<file path="config.mk">
export PLATFORM = sky130hd
export DESIGN_NAME = synaptic_current_driver
export DESIGN_NICKNAME = d
export VERILOG_FILES = /design/src/rtl/synaptic_current_driver.sv
export SDC_FILE = /design/constraint.sdc
export NUM_CORES = 1
export LEC_CHECK = 0
export ABC_CLOCK_PERIOD_IN_PS = 4750
export CELL_PAD_IN_SITES_DETAIL_PLACEMENT = 1
export CELL_PAD_IN_SITES_GLOBAL_PLACEMENT = 2
export CORE_ASPECT_RATIO = 1.75
export CORE_MARGIN = 10
export CORE_UTILIZATION = 39
export DETAILED_ROUTE_END_ITERATION = 10
export GPL_TIMING_DRIVEN = 0
export PLACE_DENSITY = 0.8
export SLEW_MARGIN = 20
export SYNTH_ARGS = -nofsm -noshare
export SYNTH_HDL_FRONTEND = slang
export SYNTH_SLANG_ARGS = --single-unit
</file>
<file path="constraint.sdc">
create_clock -name clk -period 4.75 [get_ports clk]
set_input_delay 1.1875 -clock clk [delete_from_list [all_inputs] [get_ports clk]]
set_output_delay 1.1875 -clock clk [all_outputs]
set_load 0.01 [all_outputs]
</file>
<file path="src/rtl/synaptic_current_driver.sv">
// Synaptic current integrator: queues presynaptic spike events, applies one per cycle,
// leaks the current by a shift on every timestep tick, and clamps to the 16-bit range.
module synaptic_current_driver #(
  parameter int unsigned DECAY_SHIFT = 3,
  parameter int unsigned FIFO_DEPTH  = 4
) (
  input  logic        clk,
  input  logic        reset,
  input  logic        spike_valid,
  output logic        spike_ready,
  input  logic [15:0] spike_weight,
  input  logic        spike_inhibit,
  input  logic        tick,
  input  logic        freeze,
  input  logic        sat_clear,
  output logic [15:0] input_current,
  output logic        saturated,
  output logic [7:0]  events_last_tick
);

  localparam int unsigned PtrW = (FIFO_DEPTH > 1) ? $clog2(FIFO_DEPTH) : 1;
  localparam int unsigned CntW = $clog2(FIFO_DEPTH + 1);
  localparam logic [CntW-1:0] DepthCnt = CntW'(FIFO_DEPTH);

  logic [15:0]     weight_mem  [FIFO_DEPTH];
  logic            inhibit_mem [FIFO_DEPTH];

  logic [PtrW-1:0] wr_ptr_q, wr_ptr_d;
  logic [PtrW-1:0] rd_ptr_q, rd_ptr_d;
  logic [CntW-1:0] count_q, count_d;
  logic [15:0]     cur_q, cur_d;
  logic            sat_q, sat_d;
  logic [7:0]      ev_cnt_q, ev_cnt_d;
  logic [7:0]      elt_q, elt_d;

  logic            push, pop, do_tick, clamp;
  logic [15:0]     head_w, decayed;
  logic            head_inh;
  logic [7:0]      ev_cnt_inc;
  logic signed [17:0] sum;

  assign spike_ready      = (count_q < DepthCnt);
  assign input_current    = cur_q;
  assign saturated        = sat_q;
  assign events_last_tick = elt_q;

  always_comb begin
    push     = spike_valid & spike_ready;
    pop      = ~freeze & (count_q != '0);
    do_tick  = tick & ~freeze;
    head_w   = weight_mem[rd_ptr_q];
    head_inh = inhibit_mem[rd_ptr_q];

    // Leak is computed before the event so a coincident pop lands on the decayed value.
    decayed = do_tick ? (cur_q - (cur_q >> DECAY_SHIFT)) : cur_q;
    sum     = $signed({2'b00, decayed});
    if (pop) begin
      if (head_inh) sum = sum - $signed({2'b00, head_w});
      else          sum = sum + $signed({2'b00, head_w});
    end

    clamp = 1'b0;
    cur_d = sum[15:0];
    if (sum > 18'sd65535) begin
      cur_d = 16'hffff;
      clamp = 1'b1;
    end else if (sum < 18'sd0) begin
      cur_d = 16'h0000;
      clamp = 1'b1;
    end

    if (clamp)          sat_d = 1'b1;
    else if (sat_clear) sat_d = 1'b0;
    else                sat_d = sat_q;

    ev_cnt_inc = (pop && ev_cnt_q != 8'hff) ? ev_cnt_q + 8'd1 : ev_cnt_q;
    if (do_tick) begin
      elt_d    = ev_cnt_inc;
      ev_cnt_d = 8'd0;
    end else begin
      elt_d    = elt_q;
      ev_cnt_d = ev_cnt_inc;
    end

    wr_ptr_d = push ? wr_ptr_q + PtrW'(1) : wr_ptr_q;
    rd_ptr_d = pop  ? rd_ptr_q + PtrW'(1) : rd_ptr_q;
    count_d  = count_q;
    unique case ({push, pop})
      2'b10:   count_d = count_q + CntW'(1);
      2'b01:   count_d = count_q - CntW'(1);
      default: count_d = count_q;
    endcase
  end

  always_ff @(posedge clk) begin
    if (!reset) begin
      wr_ptr_q <= '0;
      rd_ptr_q <= '0;
      count_q  <= '0;
      cur_q    <= '0;
      sat_q    <= 1'b0;
      ev_cnt_q <= '0;
      elt_q    <= '0;
    end else begin
      wr_ptr_q <= wr_ptr_d;
      rd_ptr_q <= rd_ptr_d;
      count_q  <= count_d;
      cur_q    <= cur_d;
      sat_q    <= sat_d;
      ev_cnt_q <= ev_cnt_d;
      elt_q    <= elt_d;
    end
  end

  // Storage needs no reset: entries are only read once the count says they are valid.
  always_ff @(posedge clk) begin
    if (reset && push) begin
      weight_mem[wr_ptr_q]  <= spike_weight;
      inhibit_mem[wr_ptr_q] <= spike_inhibit;
    end
  end

endmodule

</file>
==> metrics.txt <==
status=completed; Final HPWL DP=14.1 mm; worst rel slew slack=37.2%; Clock Path Buffers=2; # setup viols final=0; total CTS buffers=9; Initial DRC Count=229; worst path cell trace=clkdlybuf4s50_1 > nor2b_2 > clkbuf_4 > nand2_1 > nand2_1 > inv_1 > fa_1 > nand2b_1 > a211oi_2 > o21ai_2 > o41ai_4 > buf_4 > a31oi_4 > nor2_4 > nand2_1 > o211ai_1; area of the die=0.0228 mm2; Endpoint, Worst Hold=events_last_tick[2]; R2R setup slack=250 ps; Worst-path clk slew=around 80 ps; Area Overhead vs Synth=18.6%; most common flop cell mapped by yosys=edfxtp_1; Cell variety after synth=67; Hold Buf Count CTS=0; area leader, netlist=edfxtp_1; Worst Path Required=5040 ps; synthesized netlist cell count=648; register area share after synthesis=43.6%; Data arrival, critical path=roughly 4800 ps; PwrDens=710 mW/mm2; synth cell count leaders=nor2_1, edfxtp_1, inv_1, ha_1, o21ai_0; top-level port count=49; Routed Antenna Nets=0; via count=5059; Setup Crit Path Kind=in2reg; Crit path largest cell delay=between 500 and 600 ps; Mapped Area=0.00662 mm2; Peak VDD IR=0.374 mV; Root Buffer=clkbuf_16; WL/cell=~19 um; GR Util All Layers=15.8%; fin crit share=95.2%; initial antenna violation count=0; post-detailed-routing wire length=17.9 mm; pin count of the biggest net entering global routing=20; hold_ws=501 ps; Initial Util=39.4%; Leak=2.93 nW; Rows=63; final max-slew violation count=0; top-count cell post-synth=nor2_1; top-area cell type share of the netlist area=30.9%; FF-to-FF End=input_current[0]; # port buffers=48; CTS sink cnt=110; antenna cells=0; FF+latch count, synth=110; first-pass GRT wire length=28.4 mm; Post-synth ARST share=0%; number of synthesized flops with an enable pin=68; r2r worst-path depth=18; DRC viols=0; vias per std cell=between 5 and 6; Crit-path slowest cell=clkdlybuf4s50_1; Avg Cell Area, Syn=10.2 um2; Final nets=approximately 790; Critical R2R Launch=input_current[3]; die width=roughly 120 um; worst skew pair latency=370 ps; layout cells sized above 1=10.3%; critical path fanouts, max=10; setup TNS=0 ps; type of the worst min-delay path=reg2reg; Final Hold Vio Count=0; Worst Hold Launch=events_last_tick[2]; Post-DP Area=0.00738 mm2; skew final=slightly above 9 ps; Syn Nets=727; fin area=0.00785 mm2; cell family with the largest share of critical-path delay=compound AO/OA/AOI/OAI gates; Startpoint Class=input port; gr ovfl total=0; MaxCap Viol Count=0; Die H=between 150 and 200 um; TritonCTS clock tree=done; WP buf/inv=4; cell mode on critical path=nand2_1; Max Fclk=221 MHz; min Tclk post-route=4520 ps; DR pass1 iterations=5; Setup crit end kind=flip-flop; GPL Wtd Cong=0.841; number of H-tree levels=3; Hold Path Stages=2; ranking of synthesized cells by area=edfxtp_1, dfxtp_1, ha_1; filler cell count=1892; measured slew at the worst slew-check pin=roughly 940 ps; YS warnings=0; number of global-route vias before repair=5523; core area=0.0168 mm2
through the flow:
| step | instances | power [W] | setup WS, ps | util (%) |
|---|---|---|---|---|
| 2_1_floorplan | 648 | 0.00369 | 760 | - |
| 3_3_place_gp | 923 | 0.00446 | -795 | 44.0 |
| 3_5_place_dp | 923 | 0.00456 | -831 | 44.0 |
| 4_1_cts | 939 | 0.00552 | -2.00 | 46.3 |
| 5_1_grt | 942 | 0.00605 | -3.71 | 46.7 |
| 6_report | 942 | 0.00557 | 230 | 46.7 |
kinds of logic (layout without fill, tap and decap cells):
kind of cell	count (synthesis)	after routing	synth area share (%)
simple gates	183	183	12.9
compound gates	154	155	15.8
flops	110	110	43.6
buf+inv	84	150	4.99
fa+ha+maj	56	56	11.0
xor+xnor	40	40	5.30
mux	21	21	6.39
layout make-up:
cell class                 count  area, um2  share of cell area, %
buffer                        23        110                   1.40
clock buffer                   9        225                   2.87
timing repair buffer          51        505                   6.44
inverter                      60        225                   2.87
tap                          227        284                   3.62
sequential                   110       2880                   36.7
clock inverter                 7        126                   1.61
multi-input combinational    455       3490                   44.4
worst max path at each step:
stage	from	endpoint	slack [ps]	depth (start not counted)
4_1_cts	input_current[3]	input_current[15]	-2	19
3_3_place_gp	freeze	input_current[12]	-800	16
6_report	tick	input_current[14]	230	16
2_1_floorplan	input_current[3]	input_current[15]	760	20
3_5_place_dp	freeze	input_current[12]	-830	16
5_1_grt	input_current[5]	input_current[15]	-4	18
report_power, final:
part           switching (W)  leakage (nW)  internal (W)
Sequential         0.0000827         0.962       0.00113
Combinational        0.00202          1.80       0.00145
Clock               0.000373         0.169      0.000523
worst register-to-register path: stages, from the launching register on:
cell	delay, ps
dfxtp_1	410
ha_1	200
inv_1	60
fa_1	450
a211oi_2	270
o21ai_0	170
a31o_2	280
a21oi_1	170
xor2_1	90
o21ai_1	310
ha_1	300
clkbuf_1	200
nor2b_1	180
o21bai_1	200
a31oi_1	200
o31a_1	370
o21ai_4	290
a21oi_1	80
a211oi_1	200
layer usage:
metal / track usage (%) / up-vias / wire (um)
li1: - / 2461 / -
met1: 15.0 / 2485 / 6670
met2: 31.9 / 86 / 10300
met3: 3.08 / 27 / 484
met4: 6.18 / 0 / 475
met5: 0 / - / 0
flip-flops by register name (all words and copies together), names as in the netlist, 2 cells and up, named ones only:
register          cells
events_last_tick      8
wr_ptr_q              2
weight_mem           64
count_q               3
inhibit_mem           4
rd_ptr_q              2
ev_cnt_q              8
input_current        16
what timing repair did:
| item | CTS | global route |
|---|---|---|
| gates cloned | 0 | 1 |
| pin swaps | 2 | 5 |
| endpoints found under the setup margin | 17 | 17 |
| buffers inserted | 1 | 2 |
| resized for setup | 13 | 14 |
cells in the final DEF (no fill, tap or decap), drive strengths merged, types with 3 or more instances in the layout:
master / count
nand3: 12
mux4: 17
a31oi: 9
clkdlybuf4s50: 47
a21o: 5
ha: 52
nand2b: 11
nor4: 4
o21ai: 47
nor3: 10
nor2: 82
o22ai: 4
fa: 4
or2: 3
o41ai: 3
buf: 8
o21bai: 6
mux2i: 4
clkbuf: 27
and3: 8
inv: 63
edfxtp: 68
dfxtp: 42
o211ai: 4
xnor2: 28
nor2b: 8
bufinv: 3
xor2: 12
a2111oi: 3
nand2: 34
a21oi: 34
nand4: 3
a211oi: 18
o31ai: 5
Note: power is estimated with default switching activity, not from simulation.
